$ cat src/rtl/pt_check.sv
// Printable-ASCII validator for a length-prefixed message in the plaintext memory.
// Each byte costs one WAIT and one SAMPLE cycle. The check stops early at the first rejected byte.
module pt_check #(
  parameter logic [7:0] LO_CHAR = 8'h20,
  parameter logic [7:0] HI_CHAR = 8'h7E
) (
  input  logic       clk,
  input  logic       rst_n,
  input  logic       en,
  output logic       rdy,
  output logic [7:0] pt_addr,
  input  logic [7:0] pt_rddata,
  output logic       valid,
  output logic [7:0] bad_idx
);

  typedef enum logic [1:0] {IDLE, WAIT, SAMPLE} state_t;

  state_t     state;
  logic [7:0] len;

  always_ff @(posedge clk or negedge rst_n) begin
    if (!rst_n) begin
      state   <= IDLE;
      rdy     <= 1'b1;
      pt_addr <= 8'd0;
      valid   <= 1'b0;
      bad_idx <= 8'd0;
      len     <= 8'd0;
    end else begin
      case (state)
        IDLE: begin
          if (en) begin
            pt_addr <= 8'd0;
            valid   <= 1'b0;
            bad_idx <= 8'd0;
            rdy     <= 1'b0;
            state   <= WAIT;
          end
        end
        // The memory registers pt_addr on this edge; its data is sampled on the next one.
        WAIT: state <= SAMPLE;
        SAMPLE: begin
          if (pt_addr == 8'd0) begin
            len <= pt_rddata;
            if (pt_rddata == 8'd0) begin
              valid   <= 1'b0;
              bad_idx <= 8'd0;
              rdy     <= 1'b1;
              state   <= IDLE;
            end else begin
              pt_addr <= 8'd1;
              state   <= WAIT;
            end
          end else if (pt_rddata < LO_CHAR || pt_rddata > HI_CHAR) begin
            valid   <= 1'b0;
            bad_idx <= pt_addr;
            rdy     <= 1'b1;
            state   <= IDLE;
          end else if (pt_addr == len) begin
            // Stopping at len keeps the 8-bit address from wrapping when len is 255.
            valid   <= 1'b1;
            bad_idx <= 8'd0;
            rdy     <= 1'b1;
            state   <= IDLE;
          end else begin
            pt_addr <= pt_addr + 8'd1;
            state   <= WAIT;
          end
        end
        default: state <= IDLE;
      endcase
    end
  end

endmodule
$ cat config.mk
export PLATFORM = sky130hd
export DESIGN_NAME = pt_check
export DESIGN_NICKNAME = d
export VERILOG_FILES = /design/src/rtl/pt_check.sv
export SDC_FILE = /design/constraint.sdc
export NUM_CORES = 1
export LEC_CHECK = 0
export ABC_AREA = 1
export BUFFER_PORTS_ARGS = -buffer_cell sky130_fd_sc_hd__buf_2
export CORE_MARGIN = 4
export CORE_UTILIZATION = 50
export DETAILED_ROUTE_END_ITERATION = 10
export GPL_ROUTABILITY_DRIVEN = 0
export GPL_TIMING_DRIVEN = 0
export PLACE_DENSITY = 0.78
export SLEW_MARGIN = 10
export SYNTH_ARGS = -nofsm -noshare
export SYNTH_HDL_FRONTEND = slang
export SYNTH_SLANG_ARGS = --single-unit
$ cat constraint.sdc
create_clock -name clk -period 2.1 [get_ports clk]
set_input_delay 0.42 -clock clk [delete_from_list [all_inputs] [get_ports clk]]
set_output_delay 0.42 -clock clk [all_outputs]
set_load 0.1 [all_outputs]
==> metrics.md, run 1 <==
| Metric | Value |
|---|---|
| Crit-path cells | `buf_2` |
| CTS tree | `built` |
| First-pass GRT wire length | `5710 um` |
| Post-synth EDFFs | `0` |
| Crit-path slowest cell | `dfrtp_1` |
| Worst path arrival time | `1.39 ns` |
| #FFs+latches synth | `28` |
| CP Buf/Inv Count | `1` |
| Post-CTS Hold Buffers | `0` |
| Syn. warnings | `0` |
| Status | `complete, no violations` |
| Worst endpoint required time | `1.68 ns` |
| Effective utilization at floorplan | `52.7%` |
| First drt pass iteration count | `4` |
| Resize count post-CTS | `0` |
| Worst-Margin Slew | `0.608 ns` |
| Highest cell delay on the worst timing path | `0.55 ns` |
| CORE AREA | `3080 um^2` |
| Highest fanout seen on the critical path | `7` |
| Area growth, synth to finish | `15.4%` |
| Async set-reset flop share out of synthesis | `100%` |
| Setup bufs post-CTS | `0` |
| Worst-Skew Late Latency | `0.34 ns` |
| Cell variety after synth | `29` |
| Post-placement cell count | `273` |
| Crit path capture type | `output pin` |
| Port bufs | `28` |
| Max-slew violation count | `0` |
| Boundary Pins | `29` |
| CTS Buffer Depth | `2` |
| Number of global-route vias before repair | `1305` |
| Synth top area share | `41.7%` |
| Synth area leader | `dfrtp_1` |
| Leak | `1.02 nW` |
| CTS clk-pin slew, worst paths | `0.16 ns` |
| HP Class | `input port to asynchronous set/reset pin` |
| Layout Cells excl Fill | `277` |
| Worst vdd ir | `0.505 mV` |
| Root Driver | `clkbuf_4` |
| Clk sinks | `28` |
| Synth Instances | `201` |
| Hold slack | `0.0589 ns` |
| Total grt overflow | `0` |
| Final ANT Viol Nets | `0` |
| Initial antenna violation count | `0` |
| Kind of cell adding the most delay to the critical path | `flip-flops` |
| Setup Total Neg Slack | `0 ns` |
| Final WS setup | `0.288 ns` |
| Register Area | `704 um^2` |
| Crit Path Category | `flip-flop to output pin` |
| Top area cells in the synthesized netlist | `dfrtp_1 (42%), nand2_1 (17%), nand3_1 (6.2%)` |
| Crit path time final | `1.81 ns` |
| Seq/Total Area, Yosys | `43.3%` |
| Hold Vio Cnt, Final | `0` |
| Final Cycle Share | `86.3%` |
| Main flop type after synthesis | `dfrtp_1` |
| H-tree levels | `1` |
| Fmax | `0.552 GHz` |
| Area occupied by multi-input gates | `815 um^2` |
| Mapped Nets | `214` |
| Drt initial violations | `45` |
| Syn avg cell area | `8.07 um^2` |
| Routed vias | `1356` |
| Die width | `65.0 um` |
| Wire per inst | `11.5 um` |
| Share of layout cells above drive strength 1 | `27.0%` |
| CTS Buf Count | `3` |
| Final wirelength | `3180 um` |
| Dpl ws | `0.339 ns` |
| Row count | `20` |
| Max-cap viol count | `0` |
| DRC | `0` |
| Startpoint class of the critical path | `flip-flop` |
| Final design utilization | `60.8%` |
| Die area | `4220 um^2` |
| Power Density | `1100 nW/um^2` |
| Clock Skew | `0.0138 ns` |
| RSZ-0062 raised after global routing | `false` |
| FILL cells | `290` |
| DIE HEIGHT | `65.0 um` |
| Mapped cell area | `1620 um^2` |
| Final setup violating endpoints | `0` |
| Largest net degree at the start of global routing | `29` |
| Placed wire-length estimate | `2490 um` |
| Slew HR | `59.4%` |
| All-Layer GR Usage | `17.2%` |
| Final Net Count | `247` |
| Via-to-Cell Ratio | `4.90` |
| Antenna cells | `0` |
-- per-layer routing --
layer,global-route usage (%),vias to the layer above,wire length (um)
li1,-,703,-
met1,21.8,609,1420
met2,30.0,39,1530
met3,2.43,5,188
met4,5.28,0,40
met5,0,-,0
-- cells in the mapped netlist, types with 2 or more instances --
library cell / n
a21oi_1: 3
dfrtp_1: 27
ha_1: 2
inv_1: 14
inv_2: 6
nand2_1: 74
nand2_2: 5
nand3_1: 20
nand3_4: 2
nand4_1: 3
nor2_1: 10
nor2_4: 3
nor2_8: 3
nor3_1: 4
o21ai_0: 2
o21ai_1: 6
xnor2_1: 5
-- stage by stage --
stage                     total power, W  area (um^2)
after global placement           0.00169         1820
after CTS                        0.00208         1870
final                            0.00206         1870
after global routing             0.00221         1870
after detailed placement         0.00172         1820
after floorplan                  0.00154         1620
-- sequential cells by signal (all words and copies together) (netlist names) --
signal and cells:
state 2, len 8, bad_idx 8, pt_addr 8, rdy 1, valid 1
-- cells in the final DEF, fill, tap and decap left out, drive strengths merged --
master   n
xnor2    5
nor3     4
dfstp    1
ha       2
nand3   23
xor2     1
inv     21
a21oi    4
clkbuf   3
dfrtp   27
nor3b    1
nand2   80
buf     31
bufinv   1
nor2    17
o21ai    9
nand4    3
-- power breakdown --
group / switching, W / internal, W
sequential: 0.0000896 / 0.000660
combinational: 0.000670 / 0.000278
clock: 0.000164 / 0.000193
-- cells by family after synthesis --
family	synth area share (%)
flip-flops	43.3
XOR/XNOR	3.24
buffers and inverters	6.48
AO/OA/AOI/OAI	5.40
adder cells (fa/ha/maj)	1.54
AND/OR/NAND/NOR	40.0
-- layout make-up --
cell class / instances / area share, %
Multi-Input combinational cell: 149 / 43.5
Sequential cell: 28 / 37.6
Timing Repair Buffer: 28 / 7.49
Inverter: 21 / 4.34
Tap cell: 44 / 2.94
Clock inverter: 1 / 1.60
Buffer: 3 / 1.27
Clock buffer: 3 / 1.20
-- worst paths after layout --
kind                              start          to  slack (ns)  depth (start not counted)
min reg2reg                    state[1]    state[1]        0.47                          1
max in group asynchronous         rst_n  pt_addr[1]        1.61                          1
min                               rst_n  bad_idx[2]        0.06                          1
min in group clk           pt_rddata[2]      len[2]        0.30                          3
max reg2reg                  pt_addr[0]  pt_addr[7]        0.30                          9
max                          pt_addr[3]  pt_addr[3]        0.29                          1
Power figures use the tool's default switching activity.
==> run 2, diff against run 1 <==
Settings changed: CORE_UTILIZATION 50 to 55, CTS_BUF_LIST from default to sky130_fd_sc_hd__clkbuf_8 sky130_fd_sc_hd__clkbuf_16, PLACE_DENSITY 0.78 to 0.84, REMOVE_ABC_BUFFERS from default to 1.
==> metrics.md, run 2 (same netlist as run 1, synthesis figures left out) <==
| Metric | Value |
|---|---|
| Clk sinks | `28 (unchanged)` |
| CORE AREA | `2780 um^2 (-9.6%)` |
| Resize count post-CTS | `0 (unchanged)` |
| R2r setup slk | `0.25 ns (-0.05 ns)` |
| Status | `complete, no violations` |
| Placed wire-length estimate | `2460 um (-1.1%)` |
| Port bufs | `28 (unchanged)` |
| Drt initial violations | `56 (+24%)` |
| Effective utilization at floorplan | `58.3% (+5.6 points)` |
| Boundary Pins | `29 (unchanged)` |
| Leak | `1.04 nW (+2.1%)` |
| HP Class | `input port to asynchronous set/reset pin` |
| Highest fanout seen on the critical path | `9 (+2)` |
| Die area | `3880 um^2 (-8.0%)` |
| Hold Vio Cnt, Final | `0 (unchanged)` |
| Power Density | `1160 nW/um^2 (+5.4%)` |
| Total power | `0.00218 W (+6.2%)` |
| Share of layout cells above drive strength 1 | `26.8% (-0.23 points)` |
| Number of global-route vias before repair | `1322 (+1.3%)` |
| Final Net Count | `249 (+0.81%)` |
| Crit-path slowest cell | `dfrtp_1` |
| Crit Path Category | `flip-flop to flip-flop` |
| CP Buf/Inv Count | `1 (unchanged)` |
| DIE HEIGHT | `62.3 um (-4.1%)` |
| RSZ-0062 raised after global routing | `false` |
| Max-cap viol count | `0 (unchanged)` |
| Clock Skew | `0.00245 ns (-0.0114 ns)` |
| Final WS setup | `0.254 ns (-0.0342 ns)` |
| Fmax | `0.542 GHz (-1.9%)` |
| Root Driver | `clkbuf_8` |
| Die width | `62.3 um (-4.1%)` |
| Crit path capture type | `flip-flop` |
| Final ANT Viol Nets | `0 (unchanged)` |
| Crit path time final | `1.85 ns (+0.0342 ns)` |
| Total grt overflow | `0 (unchanged)` |
| Worst R2R Path Depth | `9 (unchanged)` |
| CTS Buffer Depth | `2 (unchanged)` |
| Final wirelength | `3190 um (+0.38%)` |
| Final Cycle Share | `87.9% (+1.6 points)` |
| Setup Total Neg Slack | `0 ns (unchanged)` |
| Kind of cell adding the most delay to the critical path | `simple AND/OR/NAND/NOR gates` |
| First-pass GRT wire length | `5900 um (+3.3%)` |
| FF-to-FF End | `pt_addr[5]` |
| CTS tree | `built` |
| Area growth, synth to finish | `16.3%` |
| All-Layer GR Usage | `18.2% (+1.0 points)` |
| Worst vdd ir | `0.981 mV (+94%)` |
| Row count | `19 (-5.0%)` |
| Most frequent cells in the layout | `nand2_1 (74), buf_2 (28), dfrtp_1 (27), nand3_1 (20), inv_1 (14)` |
| Largest registers | `bad_idx: 8 flops, len: 8 flops, pt_addr: 8 flops` |
| Dpl ws | `0.174 ns (-0.165 ns)` |
| Final setup violating endpoints | `0 (unchanged)` |
| Worst path arrival time | `2.02 ns (+0.63 ns)` |
| Largest net degree at the start of global routing | `29 (unchanged)` |
| Via-to-Cell Ratio | `5.20 (+6.2%)` |
| Max-slew violation count | `0 (unchanged)` |
| CTS Buf Count | `3 (unchanged)` |
| Slew HR | `58.8% (-0.64 points)` |
| Startpoint class of the critical path | `flip-flop` |
| Highest cell delay on the worst timing path | `0.49 ns (-0.06 ns)` |
| DRC | `0 (unchanged)` |
| Commonest non-fill, non-tap cell in the layout | `nand2_1` |
| Hold slack | `0.143 ns (+0.0845 ns)` |
| Worst r2r src | `pt_addr[0]` |
| Worst-Margin Slew | `0.618 ns (+0.00958 ns)` |
| H-tree levels | `1 (unchanged)` |
| Post-CTS Hold Buffers | `0 (unchanged)` |
| Antenna cells | `0 (unchanged)` |
| Crit-path cells | `inv_1 > ha_1 > nand3_2 > nor2_8 > nor2_8 > a21oi_4 > nand2_4 > nand2_1 > nand2_1` |
| Wire per inst | `12.0 um (+4.5%)` |
| Final design utilization | `67.8% (+7.0 points)` |
| Setup bufs post-CTS | `0 (unchanged)` |
| CTS clk-pin slew, worst paths | `0.09 ns (-0.07 ns)` |
| Routed vias | `1383 (+2.0%)` |
| Worst-Skew Late Latency | `0.28 ns (-0.06 ns)` |
| Initial antenna violation count | `0 (unchanged)` |
| Worst endpoint required time | `2.28 ns (+0.60 ns)` |
| First drt pass iteration count | `4 (unchanged)` |
[run 2: cell count changes in the layout (fill, tap and decap cells not counted)]
| cell | change |
|---|---|
| buf_2 | -1 |
| dfrtp_2 | -2 |
| buf_6 | -1 |
| clkbuf_8 | +3 |
| clkbuf_4 | -3 |
| buf_4 | +4 |
| dfrtp_1 | +2 |
[run 2: cell type report]
class,count,area (um^2)
fillers,250,896
well taps,31,38.8
inverters,21,81.3
repair buffers,33,178
flip-flops and latches,28,702
multi-input cells,149,815
clock inverters,1,30.0
clock buffers,3,41.3
[run 2: worst max path at each step]
stage	start	end	slack, ns	cells after the start
5_1_grt	pt_addr[0]	pt_addr[3]	0.12	9
6_report	pt_addr[0]	pt_addr[5]	0.25	9
3_5_place_dp	pt_addr[0]	valid	0.17	10
3_3_place_gp	pt_addr[0]	bad_idx[1]	0.21	10
2_1_floorplan	pt_addr[0]	bad_idx[2]	-0.11	11
4_1_cts	pt_addr[0]	valid	0.15	10
[run 2: metrics by stage]
step           cell area (um^2)  std cells
3_5_place_dp               1780        257
2_1_floorplan              1600        198
3_3_place_gp               1780        257
4_1_cts                    1850        261
5_1_grt                    1890        266
6_report                   1890        266
[run 2: report_power, final]
part,leakage (nW),switching (W),internal [W],total (W)
combinational,0.630,0.000684,0.000317,0.00100
clock,0.0357,0.000171,0.000256,0.000427
sequential,0.371,0.0000949,0.000659,0.000754
total,1.04,0.000950,0.00123,0.00218
[run 2: metal layers]
metal,GRT usage [%],routed length (um)
met4,6.10,69
met1,24.0,1430
met3,2.52,159
met2,30.6,1530
met5,0,0
[run 2: worst register-to-register path, cell delays in order, from the launching register on]
cell	delay [ns]
dfrtp_1	0.49
inv_1	0.11
ha_1	0.17
nand3_2	0.13
nor2_8	0.18
nor2_8	0.06
a21oi_4	0.31
nand2_4	0.15
nand2_1	0.10
nand2_1	0.05
